<file path="src/rtl/seq_pattern_tx_if.sv">
// Handshake and serial bus for seq_pattern_tx.
// master drives load/din; slave returns ready, w, w_valid, z_exp, done, match_cnt.
interface seq_pattern_tx_if #(
  parameter int WIDTH = 8
);
  localparam int CW = $clog2(WIDTH);

  logic             load;
  logic [WIDTH-1:0] din;
  logic             ready;
  logic             w;
  logic             w_valid;
  logic             z_exp;
  logic             done;
  logic [CW-1:0]    match_cnt;

  modport master (
    output load, din,
    input  ready, w, w_valid, z_exp, done, match_cnt
  );

  modport slave (
    input  load, din,
    output ready, w, w_valid, z_exp, done, match_cnt
  );
endinterface

</file>
<file path="src/rtl/seq_pattern_tx.sv">
// Serial "00 or 11" pattern transmitter with expected-detector output.
// Ports: clk, reset (async active-low), bus (load/din in; ready/w/w_valid/z_exp/done/match_cnt out).
module seq_pattern_tx #(
  parameter int WIDTH = 8
) (
  input  logic          clk,
  input  logic          reset,
  seq_pattern_tx_if.slave bus
);
  localparam int CW = $clog2(WIDTH);

  typedef enum logic [1:0] {
    IDLE  = 2'b00,
    SHIFT = 2'b01,
    DONE  = 2'b10
  } state_t;

  state_t           state;
  logic [WIDTH-1:0] sr;
  logic [CW-1:0]    cnt;
  logic             prev;
  logic             hv;
  logic [CW-1:0]    mc;

  logic in_shift;
  logic bit_now;
  logic z;

  assign in_shift = (state == SHIFT);
  assign bit_now  = sr[WIDTH-1];
  // hv is clear on the first bit so history never spans frames
  assign z        = in_shift & hv & (bit_now == prev);

  assign bus.ready     = (state == IDLE);
  assign bus.w         = in_shift & bit_now;
  assign bus.w_valid   = in_shift;
  assign bus.z_exp     = z;
  assign bus.done      = (state == DONE);
  assign bus.match_cnt = mc;

  always_ff @(posedge clk or negedge reset) begin
    if (!reset) begin
      state <= IDLE;
      sr    <= '0;
      cnt   <= '0;
      prev  <= 1'b0;
      hv    <= 1'b0;
      mc    <= '0;
    end else begin
      case (state)
        IDLE: begin
          if (bus.load) begin
            sr    <= bus.din;
            cnt   <= CW'(WIDTH - 1);
            hv    <= 1'b0;
            mc    <= '0;
            state <= SHIFT;
          end
        end
        SHIFT: begin
          prev <= bit_now;
          hv   <= 1'b1;
          sr   <= sr << 1;
          mc   <= mc + CW'(z);
          if (cnt == '0) state <= DONE;
          else           cnt   <= cnt - CW'(1);
        end
        DONE:    state <= IDLE;
        default: state <= IDLE;
      endcase
    end
  end
endmodule

</file>
<file path="src/flat_wrapper.sv">
// flat-port wrapper written by rule: the top's interface ports become plain ports
module seq_pattern_tx_flat 
#(
  parameter int WIDTH = 8
)
  (clk, reset, bus_load, bus_din, bus_ready, bus_w, bus_w_valid, bus_z_exp, bus_done, bus_match_cnt);
  seq_pattern_tx_if #(.WIDTH(WIDTH)) bus_i ();
  input  logic clk;
  input  logic reset;
  input wire logic [$bits(bus_i.load)-1:0] bus_load;
  input wire logic [$bits(bus_i.din)-1:0] bus_din;
  output wire logic [$bits(bus_i.ready)-1:0] bus_ready;
  output wire logic [$bits(bus_i.w)-1:0] bus_w;
  output wire logic [$bits(bus_i.w_valid)-1:0] bus_w_valid;
  output wire logic [$bits(bus_i.z_exp)-1:0] bus_z_exp;
  output wire logic [$bits(bus_i.done)-1:0] bus_done;
  output wire logic [$bits(bus_i.match_cnt)-1:0] bus_match_cnt;
  assign bus_i.load = bus_load;
  assign bus_i.din = bus_din;
  assign bus_ready = bus_i.ready;
  assign bus_w = bus_i.w;
  assign bus_w_valid = bus_i.w_valid;
  assign bus_z_exp = bus_i.z_exp;
  assign bus_done = bus_i.done;
  assign bus_match_cnt = bus_i.match_cnt;
  seq_pattern_tx #(.WIDTH(WIDTH)) u_core (.clk(clk), .reset(reset), .bus(bus_i));
endmodule
</file>
<file path="config.mk">
export PLATFORM = sky130hd
export DESIGN_NAME = seq_pattern_tx_flat
export DESIGN_NICKNAME = d
export VERILOG_FILES = /design/src/rtl/seq_pattern_tx_if.sv /design/src/rtl/seq_pattern_tx.sv /design/src/flat_wrapper.sv
export SDC_FILE = /design/constraint.sdc
export NUM_CORES = 1
export LEC_CHECK = 0
export ABC_AREA = 1
export BUFFER_PORTS_ARGS = -buffer_cell sky130_fd_sc_hd__buf_4
export CAP_MARGIN = 20
export CORE_ASPECT_RATIO = 1.75
export CORE_MARGIN = 2
export CORE_UTILIZATION = 35
export DETAILED_ROUTE_END_ITERATION = 16
export PLACE_DENSITY = 0.53
export REMOVE_ABC_BUFFERS = 1
export SYNTH_ARGS = -nofsm -noshare
export SYNTH_HDL_FRONTEND = slang
export SYNTH_SLANG_ARGS = --single-unit
</file>
<file path="constraint.sdc">
create_clock -name clk -period 1.68 [get_ports clk]
set_input_delay 0.336 -clock clk [delete_from_list [all_inputs] [get_ports clk]]
set_output_delay 0.336 -clock clk [all_outputs]
set_load 0.02 [all_outputs]
</file>
==> results.md, run 1 <==
* Status: complete, no violations
* Synthesized area per cell at about 7.4 um2
* Worst Tran Pin Value at between 0.2 and 0.25 ns
* Sw Share at 42.8%
* Detailed Place HPWL at 1480 um
* Die W at between 40 and 50 um
* Max Cap Viol at 0
* Max-slew violations at 0
* Rel. slew slack at a little over four fifths
* DRT Pass-1 Iters at 4
* Synth-to-Final Area Change at 23.4%
* Combinational share of power at a little over half
* Die H at between 70 and 80 um
* Post-CTS Setup Bufs at 0
* CP Capture Type: output pin
* Initial core utilization at a little over a third
* RSZ-0062 raised after global routing: no
* CP Data Required Time at between 1 and 1.5 ns
* Peak VDD IR at just over 1 mV
* Vias at 847
* Yosys Warn Count at 0
* Initial antenna violation count at 0
* Placer Congestion at between 0.7 and 0.8
* CTS tree: yes
* Cell count after placement at 174
* R2R depth at 10
* Number of port buffers at 18
* Footprint of the multi-input gates at 378 um2
* Critical-path maximum fanout at 5
* Reg-to-reg endpoint: u_core.bus.match_cnt[2]
* Sequential Area at 450 um2
* Crit Path Class: reg -> out
* Clock Path Buffers at 2
* Vias in the first global route at 844
* Worst Hold Path EP: u_core.sr[0]
* Setup violations, final at 0
* Vias/cell at about 4.8
* Number of remaining DRC errors at 0
* Num CTS Buffers at 3
* Worst Setup Start Kind: flop
* Core area at around 2700 um2
* Tcrit/Tclk final at between 90 and 100%
* Final Hold Vio Count at 0
* Count leader, synth: nand2_1
* Setup ws final at between 0.1 and 0.15 ns
* Root Buffer: clkbuf_8
* Mapped Cells at approximately 130
* Biggest area consumer among synthesized cells: dfrtp_1
* Int Power at about 1300 uW
* Final WL at between 2000 and 2500 um
* Hold WC Path Type: in -> reg
* P_leak at ~0.00070 uW
* Setup slack, reg-to-reg at ~0.26 ns
* Die ar. at 3180 um2
* Clock power share at a little over an eighth
* Gr ovfl total at 0
* Sequential power share at 33.5%
* CTS sink cnt at 18
* Peak Freq at ~650 MHz
* Setup TNS at 0 ns
* PwrDens at between 1500 and 2000 nW/um2
* Net switching power at around 970 uW
* Cell area after layout at about 1200 um2
* Fin nets at between 150 and 200
* H-tree levels at 1
* Asr flop ratio synth at 100%
* Tmin final at 1.54 ns
* Top cells by area, synth: dfrtp_1, nand2_1, nand3_1
* Largest net degree at the start of global routing at 19
* Iteration-0 DRC Markers at 18
* Number of synthesized register bits at 18
* Top post-synthesis cells by count: nand2_1, inv_1, nand3_1, dfrtp_1, nor2_1
* Count of different cell masters after synthesis at 13
* Layout cell share with drive strength beyond 1 at slightly below 20%
* Worst R2R Start: u_core.state[1]
* I/O Pins at 19
* Clock latency on the worst-skew pair at approximately 0.25 ns
* Pre-CTS setup slack at approximately 0.21 ns
* First-pass GRT wire length at between 3000 and 4000 um
* Hold Path Stages at 3
* Post-synth EDFFs at 0
* Max Clock Skew at about 0.0044 ns
* Finished Layout Cells at roughly 180
* Wire per inst at approximately 11 um
* Crit path arrival time at around 1.2 ns
* Mapped cell area at 956 um2
* Routed Antenna Nets at 0
* Fillers at 288
* Synth top area share at between 40% and 50%
* Register area share after synthesis at between 40 and 50%
* Rows at 25
* Antenna Cells at 0
* Cell Area, Placed at ~1100 um2
* Hold path start: bus_din[0]
* Ys flop type: dfrtp_1
* CTS clock-pin slew for the worst setup and hold paths at roughly 0.070 ns
* Overall routing resource usage at ~15%
==> worst max-delay path, cell delays in order, from the launching register on <==
cell,delay [ns]
dfrtp_1,0.39
inv_2,0.06
nand2_2,0.05
inv_2,0.08
nand2_1,0.05
nor2_1,0.14
buf_4,0.16
==> state kept, by name (all words and copies together) (netlist names) <==
register and cells:
u_core.bus.match_cnt 3, u_core.cnt 3, u_core.hv 1, u_core.prev 1
u_core.sr 8, u_core.state 2
==> power by group through the flow <==
| stage | clock [uW] | combinational [uW] | sequential, uW |
|---|---|---|---|
| after floorplan | 0 | 765 | 788 |
| after global placement | 0 | 1180 | 760 |
| after detailed placement | 0 | 1210 | 763 |
| after CTS | 312 | 1220 | 755 |
| after global routing | 327 | 1390 | 774 |
| final | 304 | 1200 | 755 |
==> final cells by class <==
class | count | share of cell area [%]
Sequential cell | 18 | 38.2
Inverter | 27 | 8.59
Timing Repair Buffer | 23 | 14.8
Clock buffer | 3 | 3.50
Tap cell | 27 | 2.86
Multi-Input combinational cell | 80 | 32.0
==> how the worst max path moves through the flow <==
stage                    start                      end  cells after the start
2_1_floorplan  u_core.state[0]  u_core.bus.match_cnt[2]                      9
3_3_place_gp   u_core.state[1]  u_core.bus.match_cnt[2]                     10
3_5_place_dp   u_core.state[1]  u_core.bus.match_cnt[2]                     10
4_1_cts        u_core.state[1]                bus_z_exp                      6
5_1_grt        u_core.state[1]                bus_z_exp                      6
6_report       u_core.state[1]                bus_z_exp                      6
==> cell families after synthesis <==
family,Yosys count,synth area share (%)
AND/OR/NAND/NOR,72,31.8
buffers and inverters,31,13.4
flip-flops,18,47.1
adder cells (fa/ha/maj),4,5.24
AO/OA/AOI/OAI,3,1.57
XOR/XNOR,1,0.916
==> repair_timing <==
action | CTS | global route
hold buffers | 1 | 0
setup endpoints to repair | 0 | 1
hold endpoints to repair | 18 | 0
resized for setup | 0 | 1
==> through the flow <==
step                      util [%]  hold slack (ns)  total power (uW)
after CTS                     44.4            0.351              2290
after floorplan                  -           0.0404              1550
after detailed placement      42.4            0.226              1970
after global placement        42.4            0.226              1940
after global routing          44.4            0.390              2490
final                         44.4            0.351              2260
==> placed cells by master (no fill, tap or decap) <==
cell / n
buf_4: 22
o21ai_0: 2
inv_2: 3
clkbuf_8: 3
nand3_1: 23
ha_1: 4
nand2_2: 2
nand2_1: 42
dlygate4sd3_1: 1
xor2_1: 1
inv_1: 24
dfrtp_1: 18
nor2_1: 5
o21ai_1: 1
==> routing by layer <==
metal,up-vias,track usage [%],routed length (um)
li1,432,-,-
met1,396,15.8,846
met2,17,27.7,1100
met3,2,2.72,72
met4,0,6.06,21
met5,-,0,0
Power figures use the tool's default switching activity.
==> run 2, diff against run 1 <==
--- a/config.mk
+++ b/config.mk
@@ -14,6 +14,7 @@
 export DETAILED_ROUTE_END_ITERATION = 16
 export PLACE_DENSITY = 0.53
 export REMOVE_ABC_BUFFERS = 1
+export SLEW_MARGIN = 20
 export SYNTH_ARGS = -nofsm -noshare
 export SYNTH_HDL_FRONTEND = slang
 export SYNTH_SLANG_ARGS = --single-unit
==> constraint.sdc (replaced) <==
create_clock -name clk -period 1.68 [get_ports clk]
set_input_delay 0.336 -clock clk [delete_from_list [all_inputs] [get_ports clk]]
set_output_delay 0.336 -clock clk [all_outputs]
set_load 0.005 [all_outputs]
==> results.md, run 2 (same netlist as run 1, synthesis figures left out) <==
* Crit-path slowest cell: dfrtp_1 (unchanged)
* Crit Path Class: reg -> out (unchanged)
* Crit-path cells: inv_2 -> nand2_2 -> inv_1 -> nand2_1 -> nor2_1 -> buf_4 (was inv_2 -> nand2_2 -> inv_2 -> nand2_1 -> nor2_1 -> buf_4)
* Routed Antenna Nets at 0 (unchanged)
* Vias in the first global route at 844 (unchanged)
* Max-slew violations at 0 (unchanged)
* RSZ-0062 raised after global routing: no (unchanged)
* Most common cell after layout, fill and taps aside: nand2_1 (unchanged)
* CTS sink cnt at 18 (unchanged)
* Peak Freq at 644 MHz (was 651 MHz)
* Status: complete, no violations (unchanged)
* Initial core utilization at 36.0% (unchanged)
* Final Hold Vio Count at 0 (unchanged)
* Placer Congestion at 0.712 (unchanged)
* Crit path arrival time at 1.22 ns (was 1.20 ns)
* Setup TNS at 0 ns (unchanged)
* Setup violations, final at 0 (unchanged)
* Clock Path Buffers at 2 (unchanged)
* Worst Tran Pin Value at 0.243 ns (unchanged)
* Die ar. at 3180 um2 (unchanged)
* Max Cap Viol at 0 (unchanged)
* Rows at 25 (unchanged)
* Gr ovfl total at 0 (unchanged)
* Final WL at 2040 um (unchanged)
* Buf/Inv on CP at 3 (unchanged)
* Core area at 2660 um2 (unchanged)
* Hold Slack at 0.351 ns (unchanged)
* Rel. slew slack at 83.8% (unchanged)
* Clock latency on the worst-skew pair at 0.25 ns (about the same)
* Peak VDD IR at 0.976 mV (was 1.03 mV)
* Critical-path maximum fanout at 5 (unchanged)
* CTS tree: yes (unchanged)
* Max reg flops at 8 (unchanged)
* Die H at 73.1 um (unchanged)
* Worst Setup Start Kind: flop (unchanged)
* Detailed Place HPWL at 1480 um (unchanged)
* CP Capture Type: output pin (unchanged)
* Largest net degree at the start of global routing at 19 (unchanged)
* I/O Pins at 19 (unchanged)
* Iteration-0 DRC Markers at 18 (unchanged)
* CTS clock-pin slew for the worst setup and hold paths at 0.07 ns (about the same)
* Antenna Cells at 0 (unchanged)
* Max Clock Skew at 0.00437 ns (unchanged)
* P_leak at 0.000700 uW (was 0.000699 uW)
* Number of remaining DRC errors at 0 (unchanged)
* Most flop-heavy register: u_core.sr (unchanged)
* Vias at 847 (unchanged)
* PwrDens at 1810 nW/um2 (was 1910 nW/um2)
* H-tree levels at 1 (unchanged)
* Die W at 43.5 um (unchanged)
* Synth-to-Final Area Change at 23.4% (unchanged)
* Root Buffer: clkbuf_8 (unchanged)
* Hold WC Path Type: in -> reg (unchanged)
* Critical path's top delay family: flip-flops (unchanged)
* Tmin final at 1.55 ns (was 1.54 ns)
* CTS resizes at 0 (unchanged)
* Vias/cell at 4.76 (unchanged)
* Number of port buffers at 18 (unchanged)
* Initial antenna violation count at 0 (unchanged)
* Num CTS Buffers at 3 (unchanged)
* First-pass GRT wire length at 3530 um (unchanged)
* Layout cell share with drive strength beyond 1 at 19.2% (was 19.9%)
* Most frequent cells in the layout: nand2_1, inv_1, nand3_1 (unchanged)
* DRT Pass-1 Iters at 4 (unchanged)
* Fin nets at 168 (unchanged)
* Tcrit/Tclk final at 92.5% (was 91.4%)
* Worst path max stage delay at 0.39 ns (about the same)
* CP Data Required Time at 1.34 ns (about the same)
* Overall routing resource usage at 14.9% (unchanged)
* Wire per inst at 11.4 um (unchanged)
==> run 2: changes by cell type in the layout (fill, tap and decap cells not counted) <==
cell,before,now
inv_1,24,25
inv_2,3,2
==> run 2: final timing paths <==
check / start / slack [ns] / depth (start not counted) / to
max: u_core.state[1] / 0.13 / 6 / bus_z_exp
min: bus_din[0] / 0.35 / 3 / u_core.sr[0]
max reg2reg: u_core.state[1] / 0.21 / 10 / u_core.bus.match_cnt[2]
min reg2reg: u_core.cnt[1] / 0.48 / 2 / u_core.cnt[1]
max in group asynchronous: reset / 0.98 / 2 / u_core.sr[3]
min in group asynchronous: reset / 0.49 / 2 / u_core.bus.match_cnt[0]
==> run 2: final cells by class <==
type | instances | area [um2]
Inverter | 27 | 101
Timing Repair Buffer | 23 | 175
Multi-Input combinational cell | 80 | 378
Clock buffer | 3 | 41.3
Sequential cell | 18 | 450
Fill cell | 288 | 1480
Tap cell | 27 | 33.8
==> run 2: timing repair <==
action,4_1_cts,5_1_grt
endpoints found under the setup margin,0,0
hold buffers,1,0
setup buffers,0,0
endpoints found under the hold margin,18,0
==> run 2: layer usage <==
metal	global-route usage, %	up-vias	wire length (um)
met2	27.7	17	1100
met1	15.8	396	846
met3	2.72	2	72
li1	-	432	-
met4	6.06	0	21
met5	0	-	0
==> run 2: worst min-delay path: stages <==
cell	delay, ns
buf_4	0.08
nand3_1	0.07
o21ai_0	0.08
==> run 2: power breakdown <==
group	leakage [uW]	total [uW]	internal (uW)	switching (uW)
sequential	0.000215	755	636	119
combinational	0.000463	1080	488	594
clock	0.0000216	304	159	145
==> run 2: metrics by stage <==
step                power [uW]  worst slack, ns  util, %  area [um2]  instances
floorplan                 1450          -0.0592        -         930        125
global placement          1830            0.279     42.4        1130        174
detailed placement        1860            0.208     42.4        1130        174
CTS                       2180            0.114     44.4        1180        178
global route              2380          0.00577     44.4        1180        178
finish                    2140            0.126     44.4        1180        178
==> run 3, diff against run 2 <==
--- a/config.mk
+++ b/config.mk
@@ -8,7 +8,7 @@
 export ABC_AREA = 1
 export BUFFER_PORTS_ARGS = -buffer_cell sky130_fd_sc_hd__buf_4
 export CAP_MARGIN = 20
-export CORE_ASPECT_RATIO = 1.75
+export CORE_ASPECT_RATIO = 0.9
 export CORE_MARGIN = 2
 export CORE_UTILIZATION = 35
 export DETAILED_ROUTE_END_ITERATION = 16
==> results.md, run 3 (same netlist as run 1, synthesis figures left out) <==
* Vias/cell at 4.60 (was 4.76)
* Combinational share of power at 53.2% (was 50.5%)
* Met2 wire len at 854 um (was 1100 um)
* Vias at 824 (was 847)
* Antenna Cells at 0 (unchanged)
* Die H at 53.6 um (was 73.1 um)
* Core area at 2530 um2 (was 2660 um2)
* Routed wl met3 at 80 um (was 72 um)
* Gr ovfl total at 0 (unchanged)
* Final WL at 1880 um (was 2040 um)
* Worst Tran Pin Value at 0.234 ns (was 0.243 ns)
* Finished Layout Cells at 179 (was 178)
* Wire per inst at 10.5 um (was 11.4 um)
* Tcrit/Tclk final at 90.9% (was 92.5%)
* Initial core utilization at 37.8% (was 36.0%)
* Crit Path Class: reg -> out (unchanged)
* Max reg flops at 8 (unchanged)
* Max-slew violations at 0 (unchanged)
* Clock Path Buffers at 2 (unchanged)
* Die ar. at 3170 um2 (was 3180 um2)
* Crit path arrival time at 1.19 ns (was 1.22 ns)
* Peak VDD IR at 0.819 mV (was 0.976 mV)
* Rows at 17 (was 25)
* Peak Freq at 655 MHz (was 644 MHz)
* Synth-to-Final Area Change at 21.9% (was 23.4%)
* Max Cap Viol at 0 (unchanged)
* DRT Pass-1 Iters at 4 (unchanged)
* Sw Share at 40.6% (was 40.1%)
* H-tree levels at 1 (unchanged)
* Sequential power share at 36.6% (was 35.3%)
* Detailed Place HPWL at 1380 um (was 1480 um)
* Hold Path Stages at 3 (unchanged)
* Worst Setup Start Kind: flop (unchanged)
* R2R depth at 10 (unchanged)
* Number of remaining DRC errors at 0 (unchanged)
* Setup TNS at 0 ns (unchanged)
* Layout cell share with drive strength beyond 1 at 20.5% (was 19.2%)
* Most frequent cells in the layout: nand2_1, inv_1, nand3_1 (unchanged)
* Hold Slack at 0.290 ns (was 0.351 ns)
* Iteration-0 DRC Markers at 19 (was 18)
* Final Hold Vio Count at 0 (unchanged)
* CTS clock-pin slew for the worst setup and hold paths at 0.09 ns (was 0.07 ns)
* Int Power at 1210 uW (was 1280 uW)
* Fin nets at 168 (unchanged)
* Setup violations, final at 0 (unchanged)
* Rel. slew slack at 84.4% (was 83.8%)
* RSZ-0062 raised after global routing: no (unchanged)
* Routed Antenna Nets at 0 (unchanged)
* Most flop-heavy register: u_core.sr (unchanged)
* Vias in the first global route at 800 (was 844)
* Hold WC Path Type: in -> reg (unchanged)
* CP Data Required Time at 1.34 ns (about the same)
* I/O Pins at 19 (unchanged)
* P_leak at 0.000691 uW (was 0.000700 uW)
* PwrDens at 1750 nW/um2 (was 1810 nW/um2)
* Clock power share at 10.2% (was 14.2%)
* Largest net degree at the start of global routing at 19 (unchanged)
* Top sig layer: met4 (unchanged)
* Cell area after layout at 1160 um2 (was 1180 um2)
* CP Capture Type: output pin (unchanged)
* Critical-path maximum fanout at 5 (unchanged)
* Num CTS Buffers at 3 (unchanged)
* Clock latency on the worst-skew pair at 0.28 ns (was 0.25 ns)
* CTS tree: yes (unchanged)
* Status: complete, no violations (unchanged)
* Cell Area, Placed at 1130 um2 (about the same)
* First-pass GRT wire length at 3520 um (was 3530 um)
* Final core utilization at 46.0% (was 44.4%)
* Cell count after placement at 175 (was 174)
* Die W at 59.1 um (was 43.5 um)
* Fillers at 265 (was 288)
* Net switching power at 829 uW (was 858 uW)
* Initial antenna violation count at 0 (unchanged)
* Placer Congestion at 0.754 (was 0.712)
* Tmin final at 1.53 ns (was 1.55 ns)
* Overall routing resource usage at 15.2% (was 14.9%)
* Number of port buffers at 18 (unchanged)
* M1 WL at 933 um (was 846 um)
* Most common cell after layout, fill and taps aside: nand2_1 (unchanged)
* Root Buffer: clkbuf_4 (was clkbuf_8)
* CTS sink cnt at 18 (unchanged)
* Max Clock Skew at 0.00136 ns (was 0.00437 ns)
run 3: cell counts in the layout (fill, tap and decap cells not counted):
No cell type changed its count.
run 3: worst max-delay path, stage by stage (launching register included):
cell     delay, ns
dfrtp_1       0.40
inv_2         0.06
nand2_2       0.05
inv_2         0.08
nand2_1       0.07
nor2_2        0.13
buf_4         0.12
run 3: power by group through the flow:
| stage | Sequential, uW | Combinational [uW] | Clock [uW] |
|---|---|---|---|
| after floorplan | 757 | 692 | 0 |
| after global placement | 751 | 1070 | 0 |
| after detailed placement | 759 | 1100 | 0 |
| after CTS | 749 | 1110 | 227 |
| after global routing | 776 | 1330 | 238 |
| final | 747 | 1090 | 208 |
run 3: worst paths after layout:
path | to | start | slack (ns)
min in group asynchronous | u_core.sr[0] | reset | 0.45
worst max register to register | u_core.bus.match_cnt[2] | u_core.state[1] | 0.29
worst min-delay path | u_core.sr[0] | bus_din[0] | 0.29
worst max-delay path | bus_z_exp | u_core.state[1] | 0.15
worst min register to register | u_core.cnt[1] | u_core.cnt[1] | 0.48
max in group asynchronous | u_core.hv | reset | 1.04
run 3: repair_timing:
item,in CTS,in global routing
hold buffers,1,0
resized for setup,0,2
endpoints found under the hold margin,18,0
setup endpoints to repair,0,2
setup buffers,0,0
run 3: final cells by class:
type / count / area (um2) / share of cell area [%]
sequential: 18 / 450 / 38.7
tap: 28 / 35.0 / 3.01
timing repair buffer: 23 / 175 / 15.0
multi-input combinational: 80 / 380 / 32.7
inverter: 27 / 101 / 8.70
clock buffer: 3 / 22.5 / 1.93
run 3: stage by stage:
step | worst slack (ns) | total power (uW)
finish | 0.152 | 2040
CTS | 0.0622 | 2080
global route | 0.0371 | 2340
detailed placement | 0.224 | 1860
global placement | 0.279 | 1820
floorplan | -0.0592 | 1450
run 3: layer usage:
| metal | global-route usage [%] | vias to the layer above |
|---|---|---|
| li1 | - | 435 |
| met1 | 18.7 | 371 |
| met2 | 26.3 | 16 |
| met3 | 4.57 | 2 |
| met4 | 3.41 | 0 |
| met5 | 0 | - |
